--- src/rtl/spi_pix_pkg.sv ---
`default_nettype none
// ---------------------------------------------------------------------------
// spi_pix_pkg : opcodes, FSM state type and pixel width for spi_pixel_loader
// Rev 1.0
// ---------------------------------------------------------------------------
package spi_pix_pkg;

  localparam int PIXEL_W = 24;

  localparam logic [7:0] OP_WRITE    = 8'h01;
  localparam logic [7:0] OP_SHOW     = 8'h02;
  localparam logic [7:0] OP_SET_LEN  = 8'h03;
  localparam logic [7:0] OP_SET_MODE = 8'h04;
  localparam logic [7:0] OP_CLR_ERR  = 8'h05;

  typedef enum logic [3:0] {
    ST_IDLE    = 4'd0,
    ST_CMD     = 4'd1,
    ST_ADDR_HI = 4'd2,
    ST_ADDR_LO = 4'd3,
    ST_PIX     = 4'd4,
    ST_LEN_HI  = 4'd5,
    ST_LEN_LO  = 4'd6,
    ST_MODE    = 4'd7,
    ST_DISCARD = 4'd8
  } state_e;

endpackage
`default_nettype wire

--- src/rtl/spi_pixel_loader_ssel_sync.sv ---
`default_nettype none
// ---------------------------------------------------------------------------
// ssel_sync : 3-flop SSEL synchronizer with active level and edge outputs
// Rev 1.0
// ---------------------------------------------------------------------------
module ssel_sync (
  input  logic clk_i,
  input  logic reset_ni,
  input  logic ssel_i,
  output logic active_o,
  output logic start_o,
  output logic end_o
);

  logic [2:0] sync_q;
  logic [2:0] sync_d;

  always_comb begin
    sync_d = {sync_q[1:0], ssel_i};
  end

  // Clearing to "selected" keeps an SSEL that is already low at release from looking like a start.
  always_ff @(posedge clk_i) begin
    if (!reset_ni) begin
      sync_q <= 3'b000;
    end else begin
      sync_q <= sync_d;
    end
  end

  assign active_o = ~sync_q[1];
  assign start_o  = (sync_q[2:1] == 2'b10);
  assign end_o    = (sync_q[2:1] == 2'b01);

endmodule
`default_nettype wire

--- src/rtl/spi_pixel_loader.sv ---
`default_nettype none
// ---------------------------------------------------------------------------
// spi_pixel_loader : SPI frame parser driving the NeoPixel buffer and refresh
// Rev 1.0
// ---------------------------------------------------------------------------
module spi_pixel_loader
  import spi_pix_pkg::*;
#(
  parameter int ADDR_W         = 8,
  parameter int NUM_PIXELS_DEF = 60
) (
  input  logic               clk_i,
  input  logic               reset_ni,
  input  logic               ssel_i,
  input  logic [7:0]         byte_i,
  input  logic               byte_valid_i,
  output logic               wr_en_o,
  output logic [ADDR_W-1:0]  wr_addr_o,
  output logic [PIXEL_W-1:0] wr_data_o,
  output logic               refresh_req_o,
  input  logic               refresh_busy_i,
  output logic [15:0]        num_pixels_o,
  output logic [1:0]         spi_mode_o,
  output logic               err_o,
  output logic [7:0]         frame_cnt_o
);

  localparam logic [16:0] MAX_PIXELS = 17'd1 << ADDR_W;

  logic sel_active;
  logic sel_start;
  logic sel_end;

  ssel_sync u_ssel_sync (
    .clk_i    (clk_i),
    .reset_ni (reset_ni),
    .ssel_i   (ssel_i),
    .active_o (sel_active),
    .start_o  (sel_start),
    .end_o    (sel_end)
  );

  state_e               state_q, state_d;
  logic [15:0]          addr_q, addr_d;
  logic [1:0]           pix_cnt_q, pix_cnt_d;
  logic [7:0]           g_q, g_d;
  logic [7:0]           r_q, r_d;
  logic [7:0]           len_hi_q, len_hi_d;
  logic                 wr_en_q, wr_en_d;
  logic [ADDR_W-1:0]    wr_addr_q, wr_addr_d;
  logic [PIXEL_W-1:0]   wr_data_q, wr_data_d;
  logic                 refresh_req_q, refresh_req_d;
  logic                 pending_q, pending_d;
  logic [15:0]          num_pixels_q, num_pixels_d;
  logic [1:0]           spi_mode_q, spi_mode_d;
  logic                 err_q, err_d;
  logic [7:0]           frame_cnt_q, frame_cnt_d;

  logic                 byte_ok;
  logic                 show;
  logic                 want_refresh;
  logic [15:0]          len_w;

  // A strobe on the end-edge cycle still belongs to the frame, although SSEL already reads inactive.
  assign byte_ok = byte_valid_i && (state_q != ST_IDLE) && (sel_active || sel_end);
  assign len_w   = {len_hi_q, byte_i};

  always_ff @(posedge clk_i) begin
    if (!reset_ni) begin
      state_q <= ST_IDLE;
    end else begin
      state_q <= state_d;
    end
  end

  always_comb begin
    state_d = state_q;
    case (state_q)
      ST_IDLE: begin
        if (sel_start) state_d = ST_CMD;
      end
      ST_CMD: begin
        if (byte_ok) begin
          case (byte_i)
            OP_WRITE:    state_d = ST_ADDR_HI;
            OP_SET_LEN:  state_d = ST_LEN_HI;
            OP_SET_MODE: state_d = ST_MODE;
            default:     state_d = ST_DISCARD;
          endcase
        end
      end
      ST_ADDR_HI: if (byte_ok) state_d = ST_ADDR_LO;
      ST_ADDR_LO: if (byte_ok) state_d = ST_PIX;
      ST_PIX:     state_d = ST_PIX;
      ST_LEN_HI:  if (byte_ok) state_d = ST_LEN_LO;
      ST_LEN_LO:  if (byte_ok) state_d = ST_DISCARD;
      ST_MODE:    if (byte_ok) state_d = ST_DISCARD;
      ST_DISCARD: state_d = ST_DISCARD;
      default:    state_d = ST_IDLE;
    endcase
    if (sel_end) state_d = ST_IDLE;
  end

  always_comb begin
    addr_d       = addr_q;
    pix_cnt_d    = pix_cnt_q;
    g_d          = g_q;
    r_d          = r_q;
    len_hi_d     = len_hi_q;
    wr_en_d      = 1'b0;
    wr_addr_d    = wr_addr_q;
    wr_data_d    = wr_data_q;
    num_pixels_d = num_pixels_q;
    spi_mode_d   = spi_mode_q;
    err_d        = err_q;
    frame_cnt_d  = frame_cnt_q;
    show         = 1'b0;

    if (byte_ok) begin
      case (state_q)
        ST_CMD: begin
          case (byte_i)
            OP_SHOW:                          show  = 1'b1;
            OP_CLR_ERR:                       err_d = 1'b0;
            OP_WRITE, OP_SET_LEN, OP_SET_MODE: ;
            default:                          err_d = 1'b1;
          endcase
        end
        ST_ADDR_HI: addr_d[15:8] = byte_i;
        ST_ADDR_LO: begin
          addr_d[7:0] = byte_i;
          pix_cnt_d   = 2'd0;
        end
        ST_PIX: begin
          case (pix_cnt_q)
            2'd0: begin
              g_d       = byte_i;
              pix_cnt_d = 2'd1;
            end
            2'd1: begin
              r_d       = byte_i;
              pix_cnt_d = 2'd2;
            end
            default: begin
              pix_cnt_d = 2'd0;
              if (addr_q < num_pixels_q) begin
                wr_en_d   = 1'b1;
                wr_addr_d = addr_q[ADDR_W-1:0];
                wr_data_d = {g_q, r_q, byte_i};
              end else begin
                err_d = 1'b1;
              end
              addr_d = addr_q + 16'd1;
            end
          endcase
        end
        ST_LEN_HI: len_hi_d = byte_i;
        ST_LEN_LO: begin
          if ({1'b0, len_w} > MAX_PIXELS) begin
            num_pixels_d = MAX_PIXELS[15:0];
          end else begin
            num_pixels_d = len_w;
          end
        end
        ST_MODE: spi_mode_d = byte_i[1:0];
        default: ;
      endcase
    end

    if (sel_end && (state_q != ST_IDLE)) begin
      frame_cnt_d = frame_cnt_q + 8'd1;
    end
  end

  // Requests made while the engine is busy collapse into a single deferred pulse.
  always_comb begin
    want_refresh  = show || pending_q;
    refresh_req_d = want_refresh && !refresh_busy_i;
    pending_d     = want_refresh && refresh_busy_i;
  end

  always_ff @(posedge clk_i) begin
    if (!reset_ni) begin
      addr_q        <= 16'd0;
      pix_cnt_q     <= 2'd0;
      g_q           <= 8'd0;
      r_q           <= 8'd0;
      len_hi_q      <= 8'd0;
      wr_en_q       <= 1'b0;
      wr_addr_q     <= '0;
      wr_data_q     <= '0;
      refresh_req_q <= 1'b0;
      pending_q     <= 1'b0;
      num_pixels_q  <= 16'(NUM_PIXELS_DEF);
      spi_mode_q    <= 2'd0;
      err_q         <= 1'b0;
      frame_cnt_q   <= 8'd0;
    end else begin
      addr_q        <= addr_d;
      pix_cnt_q     <= pix_cnt_d;
      g_q           <= g_d;
      r_q           <= r_d;
      len_hi_q      <= len_hi_d;
      wr_en_q       <= wr_en_d;
      wr_addr_q     <= wr_addr_d;
      wr_data_q     <= wr_data_d;
      refresh_req_q <= refresh_req_d;
      pending_q     <= pending_d;
      num_pixels_q  <= num_pixels_d;
      spi_mode_q    <= spi_mode_d;
      err_q         <= err_d;
      frame_cnt_q   <= frame_cnt_d;
    end
  end

  assign wr_en_o       = wr_en_q;
  assign wr_addr_o     = wr_addr_q;
  assign wr_data_o     = wr_data_q;
  assign refresh_req_o = refresh_req_q;
  assign num_pixels_o  = num_pixels_q;
  assign spi_mode_o    = spi_mode_q;
  assign err_o         = err_q;
  assign frame_cnt_o   = frame_cnt_q;

endmodule
`default_nettype wire

--- config.mk ---
export PLATFORM = sky130hd
export DESIGN_NAME = spi_pixel_loader
export DESIGN_NICKNAME = d
export VERILOG_FILES = /design/src/rtl/spi_pix_pkg.sv /design/src/rtl/spi_pixel_loader_ssel_sync.sv /design/src/rtl/spi_pixel_loader.sv
export SDC_FILE = /design/constraint.sdc
export NUM_CORES = 1
export LEC_CHECK = 0
export BUFFER_PORTS_ARGS = -buffer_cell sky130_fd_sc_hd__clkbuf_2
export CORE_ASPECT_RATIO = 1.2
export CORE_UTILIZATION = 50
export CTS_BUF_LIST = sky130_fd_sc_hd__clkbuf_8
export DETAILED_ROUTE_END_ITERATION = 7
export GPL_TIMING_DRIVEN = 0
export PLACE_DENSITY = 0.78
export SYNTH_ARGS = -nofsm -noshare
export SYNTH_HDL_FRONTEND = slang
export SYNTH_SLANG_ARGS = --single-unit
--- constraint.sdc ---
create_clock -name clk_i -period 4.5 [get_ports clk_i]
set_clock_uncertainty 0.05 [all_clocks]
set_input_delay 0.225 -clock clk_i [delete_from_list [all_inputs] [get_ports clk_i]]
set_output_delay 0.225 -clock clk_i [all_outputs]
set_load 0.05 [all_outputs]
-- Word level (Yosys, flattened, before mapping)
Index checks and enable logic that the tools add are counted.
- input bits: 13
- register bits: 111
- equal/unequal tests: 25
- $lt $le $gt $ge: 2
- reductions and logical operators: 30
- muxes and demuxes: 22
- bitwise operators: 5
- add/sub/neg operators: 2
- operator list (operator ; count):
    16-bit two-way mux ; 2
    4-bit one-hot mux with 8 select lines ; 1
    8-bit one-hot mux with 2 select lines ; 2
    4-bit two-way mux ; 6
    16-bit by 1-bit adder with 16-bit output, second input constant ; 1
    4-bit by 3-bit equality test with 1-bit output, second input constant ; 4
    8-bit by 2-bit equality test with 1-bit output, second input constant ; 2
    8-bit by 3-bit equality test with 1-bit output, second input constant ; 2
    16-bit by 9-bit > comparator with 1-bit output, second input constant ; 1
    16-bit < comparator ; 1
    2-bit inequality test, second input constant ; 8
    4-bit one-hot mux with 3 select lines ; 1
    3-bit AND reduction ; 4
    8-bit by 1-bit adder with 8-bit output, second input constant ; 1
    4-bit by 2-bit equality test with 1-bit output, second input constant ; 2
    8-bit by 1-bit equality test with 1-bit output, second input constant ; 1
    2-bit one-hot mux with 2 select lines ; 2
    2-bit AND reduction ; 4
    1-bit two-way mux ; 6
    6-bit AND reduction ; 1
    2-bit nonzero test ; 3
    2-bit OR reduction ; 3
    1-bit logical AND ; 5
    1-bit NOT ; 5
    15 further kinds ; 18

-- Logic depth before layout (Yosys ltp)
- depth after elaboration: 6
- gate-level depth with buffers: 8

-- Modules after synthesis
From an unflattened synthesis, not the netlist that was laid out.
- cells, all modules: 590
- area, all modules: 5180.0 um^2
- by module, submodules not included (module ; area an instance (um^2) ; cells an instance ; instances ; sequential area each (um^2)):
    spi_pixel_loader ; 5082.4 ; 581 ; 1 ; 2162.1
    ssel_sync ; 97.6 ; 9 ; 1 ; 60.1

-- Worst setup path after synthesis
Ideal clock, no wire load.
- path kind: register -> register
- start: register num_pixels_q[2] (netlist: num_pixels_o[2])
- end: register wr_data_q[0] (netlist: wr_data_o[0])
- cell stages (with the launch flop): 9
- arrival time: 2519 ps
- data required time: 4378 ps
- buffers on the path: 1
- setup slack: 1860 ps
- setup time: 72 ps
- clock period less this slack: 2640 ps
- cells stage by stage: dfxtp_1 inv_1 ha_1 a211o_1 a31oi_1 o21ai_0 a2111oi_4 buf_6 mux2i_1
- longest elaborated chain between the ends: 2
- ends and longest elaborated chain (item ; RTL line ; source):
    start: declaration ; spi_pixel_loader.sv:54 ; logic [15:0] num_pixels_q, num_pixels_d;
    start signal: assignment ; spi_pixel_loader.sv:194 ; num_pixels_q <= 16'(NUM_PIXELS_DEF);
    start signal: assignment ; spi_pixel_loader.sv:209 ; num_pixels_q <= num_pixels_d;
    16-bit < comparator ; spi_pixel_loader.sv:146 ; if (addr_q < num_pixels_q) begin
    4-bit AND reduction (no line) ; - ;
    end signal: assignment ; spi_pixel_loader.sv:206 ; wr_data_q <= wr_data_d;
    end: declaration ; spi_pixel_loader.sv:51 ; logic [PIXEL_W-1:0] wr_data_q, wr_data_d;
Every way passes these cells.
A chain may end at the register's enable or synchronous reset.

-- Final worst setup path
- start: register addr_q[2]
- end: register wr_data_q[15] (netlist: wr_data_o[15])
- longest elaborated chain between the ends: 2
- ends and longest elaborated chain (item ; RTL line ; source):
    start: declaration ; spi_pixel_loader.sv:44 ; logic [15:0] addr_q, addr_d;
    start signal: assignment ; spi_pixel_loader.sv:199 ; addr_q <= addr_d;
    16-bit < comparator ; spi_pixel_loader.sv:146 ;
    4-bit AND reduction (no line) ; - ;
Every way passes these cells.

==> summary.md <==
| Metric | Value |
|---|---|
| Peak Freq | between 300 and 400 MHz |
| Register bit total from synthesis | between 100 and 150 |
| HPWL after DPL | ~9900 um |
| Syn. warnings | 0 |
| Clock Pin Slew Worst Setup and Hold Paths | 0.11 ns |
| Nature of the critical path endpoint | flop |
| Antenna Cells | 0 |
| Start-to-end type of the worst setup path | reg -> reg |
| Buffer count from post-CTS setup fixing | 0 |
| RD Place Congestion | 0.872 |
| Comb power frac | 5.8% |
| Highest fanout seen on the critical path | 10 |
| Average wire per standard cell | 16.9 um |
| Final setup vio count | 0 |
| Boundary Pins | 74 |
| Detailed-route vias per instance | 5.88 |
| Core utilization of the finished layout | about three fifths |
| Remaining global-route overflow | 0 |
| First-pass detailed-route iteration total | 5 |
| Reg2reg path depth | 7 |
| Die span in x | 95.4 um |
| Clock group share of total power | around a third |
| Count of flip-flops with a built-in enable after synthesis | 0 |
| Leakage dissipation | between 2 and 2.5 nW |
| Vertical extent of the die | 114 um |
| Primary flip-flop cell chosen by synthesis mapping | sky130_fd_sc_hd__dfxtp_1 |
| Fraction of final layout cells with drive strength greater than 1 | 14.3% |
| Reg-to-reg slack, setup | 1.49 ns |
| Adder-cell area share of the yosys netlist | between 4 and 5% |
| Cts hold-fix bufs | 2 |
| Post-synthesis share of cell area spent on and, or, nand and nor gates | a little under a quarter |
| Hold WS | 0.213 ns |
| Post-synthesis average cell area | ~8.6 um^2 |
| Total Die Area | 10900 um^2 |
| GRT Total Usage | a little over a quarter |
| Number of different library cells in the post-synthesis netlist | 54 |
| Maximum Capacitance Violations | 0 |
| Clock Sink Count | 111 |
| Largest family of logic cells by synthesized area | simple AND/OR/NAND/NOR gates |
| Post-Syn Nets | roughly 640 |
| DRC violation count after routing | 0 |
| Leading area contributor after synthesis | sky130_fd_sc_hd__dfxtp_1 |
| Most used standard cells in the synthesized netlist | 111 x sky130_fd_sc_hd__dfxtp_1, 103 x sky130_fd_sc_hd__nand2_1, 57 x sky130_fd_sc_hd__nor2_1, 51 x sky130_fd_sc_hd__mux2i_1, 37 x sky130_fd_sc_hd__clkbuf_1 |
| Detailed-route via count | slightly below 5000 |
| Post-layout worst setup margin | between 1 and 1.5 ns |
| Required time reported for the critical path endpoint | roughly 4.8 ns |
| Summed area of non-filler cells in the final layout | ~6000 um^2 |
| Ys async rst share | 0% |
| Final critical path time including I/O delays and setup | around 3 ns |
| Placement row count | 40 |
| Depth of the CTS H-tree | 3 |
| Place WS | about 1.6 ns |
| Status | finished clean |
| Nets | about 720 |
| Global-route wire length before repair | about 22000 um |
| Sequential cell area fraction in the yosys report | between 40 and 50% |
| Top-area cell type share of the netlist area | 42.5% |
| Remaining max-slew budget at the tightest pin | around a quarter |
| Worst reg2reg path endpoint | wr_data_o[15] |
| Worst-case clock buffer depth | 2 |
| Synth Area in Compound Gates | 14.4% |
| Area growth, synth to finish | 13.2% |
| Share of synthesized area spent on multiplexers | under 10% |
| Number of nets still failing antenna checks after routing | 0 |
| Net switching power | ~0.42 mW |
| Critical Path Slowest Stage Cell | sky130_fd_sc_hd__a2111oi_4 |
| Placement Cell Area | 5730 um^2 |
| Sequential power share | between 60% and 70% |
| Initial core utilization | 51.7% |
| Area of the mapped netlist | approximately 5200 um^2 |
| Slew @ Worst Pin | about 1.1 ns |
| Most instantiated library cell after synthesis | sky130_fd_sc_hd__dfxtp_1 |
| Post-detailed-routing wire length | approximately 14000 um |
| Post-route setup TNS | 0 ns |
| Fin. Hold Viols | 0 |
| Nature of the critical path startpoint | flop |
| Total power | 1.64 mW |
| Data arrival time at the worst-slack endpoint | approximately 3.3 ns |
| Switching share of power | 25.9% |
| TritonCTS clock tree | built |
| # resized after CTS | 0 |
| Placeable core region | about 10000 um^2 |
| FF-to-FF Start | addr_q[2] |
| Via count of the first global-routing pass | approximately 4500 |
| Number of cells after detailed placement | between 800 and 900 |
| Number of standard cells in the final layout excluding fillers | about 820 |
| Count of mapped cells out of synthesis | around 610 |
| Fin. max-slew vios | 0 |
| Power Density | around 280 nW/um^2 |
| Delay of the slowest cell on the worst path | 0.78 ns |
| Clock root buffer | sky130_fd_sc_hd__clkbuf_8 |
| Peak supply drop | 0.146 mV |
| CP Launch Point | addr_q[2] |
| Critical path, cell by cell | ha_1 > a211o_1 > a31oi_1 > o21ai_0 > a2111oi_4 > buf_6 > mux2i_1 |
| Initial antenna violation count | 0 |
| Violation count after the first detailed-route iteration | ~290 |
| Number of clock buffers inserted by TritonCTS | 9 |
| Maximum number of pins on one net before global-route repair | 19 |
| Internal power | 1.21 mW |
| Parity-gate share of the synthesized area counting xor and xnor cells | roughly 1.3% |
| Clk_lat worst skew | between 0.3 and 0.4 ns |
| Synth top area cells | sky130_fd_sc_hd__dfxtp_1 42%, sky130_fd_sc_hd__mux2i_1 9.8%, sky130_fd_sc_hd__nand2_1 7.4%, sky130_fd_sc_hd__nor2_1 4.1%, sky130_fd_sc_hd__ha_1 4.1% |
| Worst hold path class | in -> reg |
| Portion of the clock cycle consumed by the worst path in the final layout | approximately 67% |
| Unrepaired setup endpoints after global routing | no |
| Count of input and output buffers | 67 |
| End point of the critical path | wr_data_o[15] |
-- power groups by stage --
stage | Sequential, mW | Combinational, mW | Clock, mW
6_report | 0.988 | 0.0946 | 0.553
5_1_grt | 0.990 | 0.103 | 0.600
4_1_cts | 0.988 | 0.0934 | 0.557
3_5_place_dp | 1.01 | 0.0911 | 0
3_3_place_gp | 1.01 | 0.0879 | 0
2_1_floorplan | 1.01 | 0.0576 | 0
-- worst min path at each step --
stage	slack, ns	cells after the start	end	start
after floorplan	0.25	1	refresh_req_o	refresh_busy_i
after global routing	0.27	3	wr_addr_o[3]	reset_ni
after global placement	0.35	2	refresh_req_o	refresh_busy_i
after CTS	0.21	3	wr_addr_o[3]	reset_ni
after detailed placement	0.35	2	refresh_req_o	refresh_busy_i
final	0.21	3	wr_addr_o[3]	reset_ni
-- registers in the layout, indices dropped and copies added (netlist names), 2 cells and up --
register and count:
addr_q 16, frame_cnt_o 8, g_q 8, len_hi_q 8
num_pixels_o 16, pix_cnt_q 2, r_q 8, spi_mode_o 2
state_q 4, u_ssel_sync.sync_q 3, wr_addr_o 8, wr_data_o 24
-- logic make-up (layout without fill, tap and decap cells) --
kind of cell    count (synthesis)  in the layout
simple gates                  248            248
compound gates                111            111
flops                         111            111
buf+inv                        63            147
mux                            51             51
fa+ha+maj                      17             17
xor+xnor                        8              8
-- cell type report --
class | count | area, um^2
fill | 903 | 4190
multi-input combinational | 435 | 2730
sequential | 111 | 2220
timing repair buffer | 69 | 355
buffer | 43 | 206
tap | 126 | 158
clock buffer | 9 | 124
inverter | 20 | 75.1
clock inverter | 6 | 45.0
-- critical path, delay by kind of cell (launching register included) --
kind | cells | cell delay (ns)
AO/OA/AOI/OAI | 4 | 1.52
adder cells (fa/ha/maj) | 1 | 0.32
buffers and inverters | 1 | 0.27
flip-flops | 1 | 0.53
multiplexers | 1 | 0.23
-- layout by cell type, fill, tap and decap left out, types with 7 or more instances in the layout --
master,count
sky130_fd_sc_hd__nor2_1,57
sky130_fd_sc_hd__nand4_1,9
sky130_fd_sc_hd__clkbuf_8,9
sky130_fd_sc_hd__o21ai_0,20
sky130_fd_sc_hd__mux2i_1,51
sky130_fd_sc_hd__dfxtp_1,111
sky130_fd_sc_hd__and3_1,9
sky130_fd_sc_hd__nand3_1,20
sky130_fd_sc_hd__ha_1,17
sky130_fd_sc_hd__inv_1,21
sky130_fd_sc_hd__nand2_1,103
sky130_fd_sc_hd__clkbuf_1,37
sky130_fd_sc_hd__a22oi_1,7
sky130_fd_sc_hd__nor4_1,7
sky130_fd_sc_hd__a211oi_1,13
sky130_fd_sc_hd__nor3_1,8
sky130_fd_sc_hd__a21oi_1,32
sky130_fd_sc_hd__clkbuf_2,67
-- routing by layer --
layer | GRT usage, % | wire [um] | vias to the layer above | share of wire (%)
met5 | 0 | 0 | - | 0
met4 | 14.3 | 542 | 0 | 3.9
met3 | 5.27 | 854 | 46 | 6.2
met2 | 43.5 | 6770 | 187 | 49
met1 | 32.5 | 5680 | 2277 | 41
li1 | - | - | 2302 | -
Power figures use the tool's default switching activity.
